==> src/rtl/fetch_unit_pkg.sv <==
// fetch_unit_pkg: shared widths, constants, state and F/D payload for the fetch front end.
package fetch_unit_pkg;
  localparam int PC_W = 8;
  localparam int INSTR_W = 32;
  localparam int CNT_W = 16;
  localparam logic [5:0] HALT_OP = 6'h3F;
  localparam logic [INSTR_W-1:0] NOP_INSTR = 32'h0000_0000;
  typedef logic [PC_W-1:0] pc_t;
  typedef logic [INSTR_W-1:0] instr_t;
  typedef enum logic {RUN, HALT} fetch_state_e;
  typedef struct packed {
    pc_t    pc;
    instr_t instr;
    logic   valid;
  } fd_t;
  localparam fd_t FD_EMPTY = '{pc: '0, instr: NOP_INSTR, valid: 1'b0};
  function automatic logic [CNT_W-1:0] sat_inc(input logic [CNT_W-1:0] c);
    return &c ? c : c + CNT_W'(1);
  endfunction
endpackage

==> src/rtl/fetch_unit_next_pc.sv <==
// fetch_next_pc: combinational next-PC, F/D flush/load and next-state selection.
module fetch_next_pc
  import fetch_unit_pkg::*;
(
  input  logic         stall_i,
  input  logic         take_br_i,
  input  logic         jmp_i,
  input  pc_t          pc_branch_i,
  input  pc_t          pc_jmp_i,
  input  pc_t          pc_i,
  input  fetch_state_e state_i,
  input  logic         halt_det_i,
  output pc_t          next_pc_o,
  output logic         redirect_o,
  output logic         flush_o,
  output logic         load_o,
  output fetch_state_e next_state_o
);
  assign redirect_o = take_br_i | jmp_i;
  assign flush_o = redirect_o | (state_i == HALT);
  assign load_o = !flush_o && !stall_i;
  // taken branch is older than the jump, so its target wins
  assign next_pc_o = redirect_o ? (take_br_i ? pc_branch_i : pc_jmp_i)
                   : (load_o && !halt_det_i) ? pc_i + PC_W'(1) : pc_i;
  assign next_state_o = redirect_o ? RUN
                      : ((state_i == HALT) || (load_o && halt_det_i)) ? HALT : RUN;
endmodule

==> src/rtl/fetch_unit.sv <==
// fetch_unit: PC register, F/D boundary register, HALT state and saturating fetch counters.
module fetch_unit
  import fetch_unit_pkg::*;
(
  input  logic               clk,
  input  logic               rst,
  input  logic               stall,
  input  logic               branch,
  input  logic               alu_zero,
  input  logic [PC_W-1:0]    pc_branch,
  input  logic               jmp,
  input  logic [PC_W-1:0]    pc_jmp,
  output logic [PC_W-1:0]    imem_addr,
  input  logic [INSTR_W-1:0] imem_instr,
  output logic [PC_W-1:0]    fd_pc,
  output logic [INSTR_W-1:0] fd_instr,
  output logic               fd_valid,
  output logic               halted,
  output logic [CNT_W-1:0]   fetch_count,
  output logic [CNT_W-1:0]   bubble_count
);
  fetch_state_e state_q, state_d;
  pc_t pc_q, pc_d;
  fd_t fd_q;
  logic [CNT_W-1:0] fetch_cnt_q, bubble_cnt_q;
  logic redirect, flush, load;
  fetch_next_pc u_next_pc (
    .stall_i     (stall),
    .take_br_i   (branch & alu_zero),
    .jmp_i       (jmp),
    .pc_branch_i (pc_branch),
    .pc_jmp_i    (pc_jmp),
    .pc_i        (pc_q),
    .state_i     (state_q),
    .halt_det_i  (imem_instr[31:26] == HALT_OP),
    .next_pc_o   (pc_d),
    .redirect_o  (redirect),
    .flush_o     (flush),
    .load_o      (load),
    .next_state_o(state_d)
  );
  // in HALT only the first flush (F/D still holds the HALT word) is a new bubble
  always_ff @(posedge clk) begin
    if (rst) begin
      state_q <= RUN;
      pc_q <= '0;
      fd_q <= FD_EMPTY;
      fetch_cnt_q <= '0;
      bubble_cnt_q <= '0;
    end else begin
      state_q <= state_d;
      pc_q <= pc_d;
      if (flush) fd_q <= FD_EMPTY;
      else if (load) fd_q <= '{pc: pc_q + PC_W'(1), instr: imem_instr, valid: 1'b1};
      if (load) fetch_cnt_q <= sat_inc(fetch_cnt_q);
      if (redirect || (state_q == HALT && fd_q.valid)) bubble_cnt_q <= sat_inc(bubble_cnt_q);
    end
  end
  assign imem_addr = pc_q;
  assign fd_pc = fd_q.pc;
  assign fd_instr = fd_q.instr;
  assign fd_valid = fd_q.valid;
  assign halted = (state_q == HALT);
  assign fetch_count = fetch_cnt_q;
  assign bubble_count = bubble_cnt_q;
endmodule

==> config.mk <==
export PLATFORM = sky130hd
export DESIGN_NAME = fetch_unit
export DESIGN_NICKNAME = d
export VERILOG_FILES = /design/src/rtl/fetch_unit_pkg.sv /design/src/rtl/fetch_unit_next_pc.sv /design/src/rtl/fetch_unit.sv
export SDC_FILE = /design/constraint.sdc
export NUM_CORES = 1
export LEC_CHECK = 0
export CELL_PAD_IN_SITES_DETAIL_PLACEMENT = 1
export CELL_PAD_IN_SITES_GLOBAL_PLACEMENT = 1
export CORE_MARGIN = 3
export CORE_UTILIZATION = 28
export DETAILED_ROUTE_END_ITERATION = 10
export PLACE_DENSITY_LB_ADDON = 0.08
export SLEW_MARGIN = 30
export SYNTH_ARGS = -nofsm -noshare
export SYNTH_HDL_FRONTEND = slang
export SYNTH_SLANG_ARGS = --single-unit
export TNS_END_PERCENT = 100
==> constraint.sdc <==
create_clock -name clk -period 1.9 [get_ports clk]
set_clock_uncertainty 0.2 [all_clocks]
set_input_delay 0.19 -clock clk [delete_from_list [all_inputs] [get_ports clk]]
set_output_delay 0.19 -clock clk [all_outputs]
set_load 0.01 [all_outputs]
; Word-level counts from Yosys, hierarchy flattened
; Index checks and enable logic that the tools add are counted.
[totals]
out_inout_bits = 82
in_bits = 54
register_bits = 82
wordCells = 36
[classes]
eq_ne = 1
muxes = 4
n_bitwise = 5
n_reduce_logical = 16
add_sub_neg = 3
[op_table]
columns = operator, count
row1 = "16-bit by 1-bit adder with 16-bit output, second input constant", 2
row2 = 16-bit AND reduction, 2
row3 = 8-bit two-way mux, 3
row4 = "8-bit by 1-bit adder with 8-bit output, second input constant", 1
row5 = "6-bit equality test, second input constant", 1
row6 = 1-bit logical AND, 4
row7 = 2-bit AND reduction, 2
row8 = 2-bit OR reduction, 2
row9 = 1-bit zero test, 3
row10 = 1-bit logical OR, 2
row11 = 1-bit inverter, 2
row12 = 1-bit bitwise OR, 2
row13 = 2-bit nonzero test, 1
row14 = 1-bit bitwise AND, 1
row15 = 1-bit two-way mux, 1

; Logic depth before layout (Yosys ltp)
[depth]
word_depth = 8
ltp_mapped = 6
mapped_depth_nobuf = 5

; Cells and area by module
; A second synthesis with hierarchy kept.
[hier_totals]
cells_unflattened = 422
hier_area_um2 = 3762.4
[modules_own_cells]
columns = mod, cells_per_inst, instances, area_per_inst_um2, seq_area_each_um2
row1 = fetch_unit, 367, 1, 3402.0, 1641.6
row2 = fetch_next_pc, 55, 1, 360.3, 0.0

; Least setup slack after synthesis
; No wires, ideal clock.
[synth_path]
path_kind = reg2reg
start = register fetch_cnt_q[0], in the netlist fetch_count[0]
end = register fetch_cnt_q[1], in the netlist fetch_count[1]
synth_period_minus_slack_ns = 2.138
setup_time_ns = 0.132
stages_incl_launch_ff = 7
required_ns = 1.568
arrival_ns = 1.806
path_buffers = 1
setup_slack_ns = -0.238
path_cell_list = dfxtp_1 > ha_1 > nand4_1 > nor4_1 > clkbuf_1 > nand3b_1 > a21oi_1
[synth_between]
elab_chain_len = 3
elab_cells_between_ends = 4
classes_between = add/sub: 1 / bitwise: 1 / reduce/logical: 2
[synth_lines]
columns = element, line
row1 = from (decl), fetch_unit.sv:25  ; logic [CNT_W-1:0] fetch_cnt_q, bubble_cnt_q;
row2 = from (signal assigned), fetch_unit.sv:55  ; if (load) fetch_cnt_q <= sat_inc(fetch_cnt_q);
row3 = "parallel branches: the longest is 3 deep, another holds 16-bit by 1-bit adder with 16-bit output", -
; Several ways; the timed one is not identified.
; A chain may end at the register's enable or synchronous reset.

; Worst setup path after layout
[layout_path]
start = register state_q, in the netlist halted
end = register fetch_cnt_q[15], in the netlist fetch_count[15]
[layout_between]
elab_chain_len = 4
[layout_lines]
columns = element, line
row1 = from (decl), fetch_unit.sv:22  ; fetch_state_e state_q, state_d;
row2 = from (signal assigned), fetch_unit.sv:51  ; state_q <= state_d;
row3 = 1-bit bitwise OR, fetch_unit_next_pc.sv:20  ; assign flush_o = redirect_o | (state_i == HALT);
row4 = 1-bit zero test, fetch_unit_next_pc.sv:21  ; assign load_o = !flush_o && !stall_i;
row5 = 1-bit logical AND, fetch_unit_next_pc.sv:21
row6 = 2-bit AND reduction (no line), -
; No other way between the ends.

==> impl_metrics.tcl <==
set metrics [dict create \
    antenna_left 0 \
    synthSimpleGateAreaFrac_pct 24.0 \
    dr.pass1.iters 4 \
    dieWidth_um 119 \
    hold_viol_final 0 \
    path_buf_inv 2 \
    drive_gt1_share_pct 19.1 \
    p_leak_uw 0.00220 \
    grt_setup_unrepaired "yes" \
    syn_avg_cell_area_um2 8.48 \
    cts_sinks 82 \
    synth_xor_xnor_area_share_pct 1.22 \
    routedWlPerCell_um 17.4 \
    min_period_over_period_pct 99.0 \
    clockBufferDepth 2 \
    antenna_found_initial 0 \
    num_rows 40 \
    synthTopCellsByArea "dfxtp_1 46%, o22ai_1 5.9%, nor2_1 5.2%, a21oi_1 3.9%, nand2_1 3.0%" \
    yosysMostFrequentCell "dfxtp_1" \
    io_pins 136 \
    cts_tree "built" \
    synth_area_um2 3590 \
    synthToLayoutAreaGrowth_pct 70.8 \
    grt_pass1_vias 4349 \
    startpoint_type "register" \
    finalSetupTns_ns 0 \
    outcome "complete, no violations" \
    drt-initial-drc-count 195 \
    synth_edf_count 0 \
    grt_first_pass_wirelength_um 22200 \
    place_inst 770 \
    slowest_stage "or4_1" \
    crit_arrival_ns 1.95 \
    critPathTopFamily "simple AND/OR/NAND/NOR gates" \
    worst_slew_pin_slew_ns 0.435 \
    core_um2 12300 \
    synthCells 423 \
    synth_compound_area_share_pct 23.0 \
    synth.mux.area_fraction_pct 1.50 \
    viasPerCell 5.16 \
    cpPeakStageDelay_ns 0.48 \
    finalInstanceArea_um2 6120 \
    root_buffer "clkbuf_16" \
    synth_top_area_cell "dfxtp_1" \
    final_cells 791 \
    synth_top_family_by_area "simple AND/OR/NAND/NOR gates" \
    wirelength_um 13800 \
    async_flop_share_pct 0 \
    hp-class "in2reg" \
    synth_seq_cells 82 \
    cp-end-kind "register" \
    clk-insertion-delay-late_ns 0.35 \
    fin_crit_ns 1.88 \
    grt_overflow 0 \
    crit_required_ns 1.97 \
    yosysSeqAreaShare_pct 45.8 \
    peakVddDrop_mv 0.507 \
    dpl_cell_area_um2 5610 \
    gp_congestion 0.786 \
    fp.dieH_um 119 \
    maxCapViolations 0 \
    finalSetupViolCount 0 \
    crit_type "reg2reg" \
    cp_max_fo 6 \
    finalPower_uw 4370 \
    synthTopCellsByCount "82 x dfxtp_1, 50 x nor2_1, 34 x o22ai_1, 29 x nand2_1, 28 x a21oi_1" \
    vias 4084 \
    portBuffers 135 \
    start_util_pct 29.2 \
    synthAdderAreaFrac_pct 1.05 \
    synthDominantCellAreaShare_pct 45.8 \
    clk_transition_reported_paths_ns 0.07 \
    num_antenna_cells 0 \
    report.final.slew_viol_count 0 \
    ctsHoldBuffers 0 \
    nNetsFinal 675 \
    max_slew_margin_pct 70.6 \
    die_area_um2 14200 \
    synth_nets 480 \
    grtUsageTotal_pct 19.3 \
    whs_ns 0.143 \
    path_cells "a2111oi_4 > buf_4 > nand4_1 > buf_6 > or4_1 > a21oi_1" \
    cts_buffers 9 \
    max_freq_mhz 532 \
    ys_warn_count 0 \
    synth_top_flop_cell "dfxtp_1" \
    grt_max_degree 44 \
    cts-htree-levels 3 \
    nFillCells 1425 \
    ys_types 45 \
    place_hpwl_um 10000 \
    cellPowerDensity_nw_per_um2 713 \
    drc 0 \
]
-- metal layers --
layer	GRT usage [%]	up-vias	wire, um
li1	-	2002	-
met1	22.4	1979	5700
met2	33.7	90	7070
met3	6.93	13	825
met4	4.92	0	174
met5	0	-	0
-- sequential cells by signal (all words and copies together), names as in the netlist --
| signal | count |
|---|---|
| fd_instr | 32 |
| bubble_count | 16 |
| fetch_count | 16 |
| fd_pc | 8 |
| imem_addr | 8 |
| fd_valid | 1 |
| halted | 1 |
-- timing repair --
action,4_1_cts,5_1_grt
pin swaps,5,7
setup buffers,4,1
setup endpoints to repair,31,26
cloned,0,0
gates resized for setup,14,28
-- stage by stage --
step                      util, %  setup WS [ns]
after floorplan                 -         -0.123
after global placement       45.8         -0.527
after detailed placement     45.8         -0.562
after CTS                    49.0        -0.0272
after global routing         49.9        -0.0403
final                        49.9         0.0198
-- worst paths after layout --
kind,start,to,slack (ns),cells past startpoint
worst max register to register,halted,fetch_count[15],0.02,6
worst max-delay path,halted,fetch_count[15],0.02,6
worst min-delay path,stall,fd_valid,0.14,3
worst min register to register,fd_pc[3],fd_pc[3],0.28,2
-- where the power goes --
group | internal (uW) | switching [uW] | total, uW
clock | 1150 | 754 | 1910
sequential | 1780 | 42.6 | 1820
combinational | 354 | 287 | 641
total | 3290 | 1080 | 4370
-- kinds of logic after synthesis --
| family | count (synthesis) |
|---|---|
| and+or+nand+nor | 172 |
| AOI/OAI and AO/OA | 124 |
| buffers and inverters | 32 |
| DFF | 82 |
| muxes | 5 |
| adders and majority gates | 3 |
| xor gates and xnor gates | 5 |
-- cell usage in the layout, fill, tap and decap left out, types with 3 or more instances in the layout --
cell	count
or4_1	10
nand2_1	29
and3_1	7
o22ai_1	34
dfxtp_1	78
nor2_1	50
o31a_1	3
o21a_1	3
buf_4	67
nand4_1	11
o21ai_0	16
o211ai_1	3
nor2b_1	3
inv_1	9
or3_1	12
nand3_1	16
dlygate4sd2_1	3
a211oi_1	3
xor2_1	4
clkinvlp_4	3
clkbuf_16	9
a21oi_1	26
nor3_1	14
o31ai_1	9
nand3_2	3
clkdlybuf4s50_1	131
dfxtp_2	3
-- cell type report --
type                       count  area, um^2  share of cell area [%]
tap                          168         210                    3.43
clock inverter                 6        91.3                    1.49
timing repair buffer         206        1920                    31.3
clock buffer                  10         229                    3.74
multi-input combinational    309        1990                    32.5
inverter                      10        37.5                   0.613
sequential                    82        1650                    26.9
-- worst register-to-register path, delay by kind of cell (launching register included) --
kind	cells	cell delay, ns
flip-flops	1	0.36
buffers and inverters	2	0.34
AND/OR/NAND/NOR	2	0.57
AO/OA/AOI/OAI	2	0.34
No activity file was read; power rests on OpenSTA's default activity.
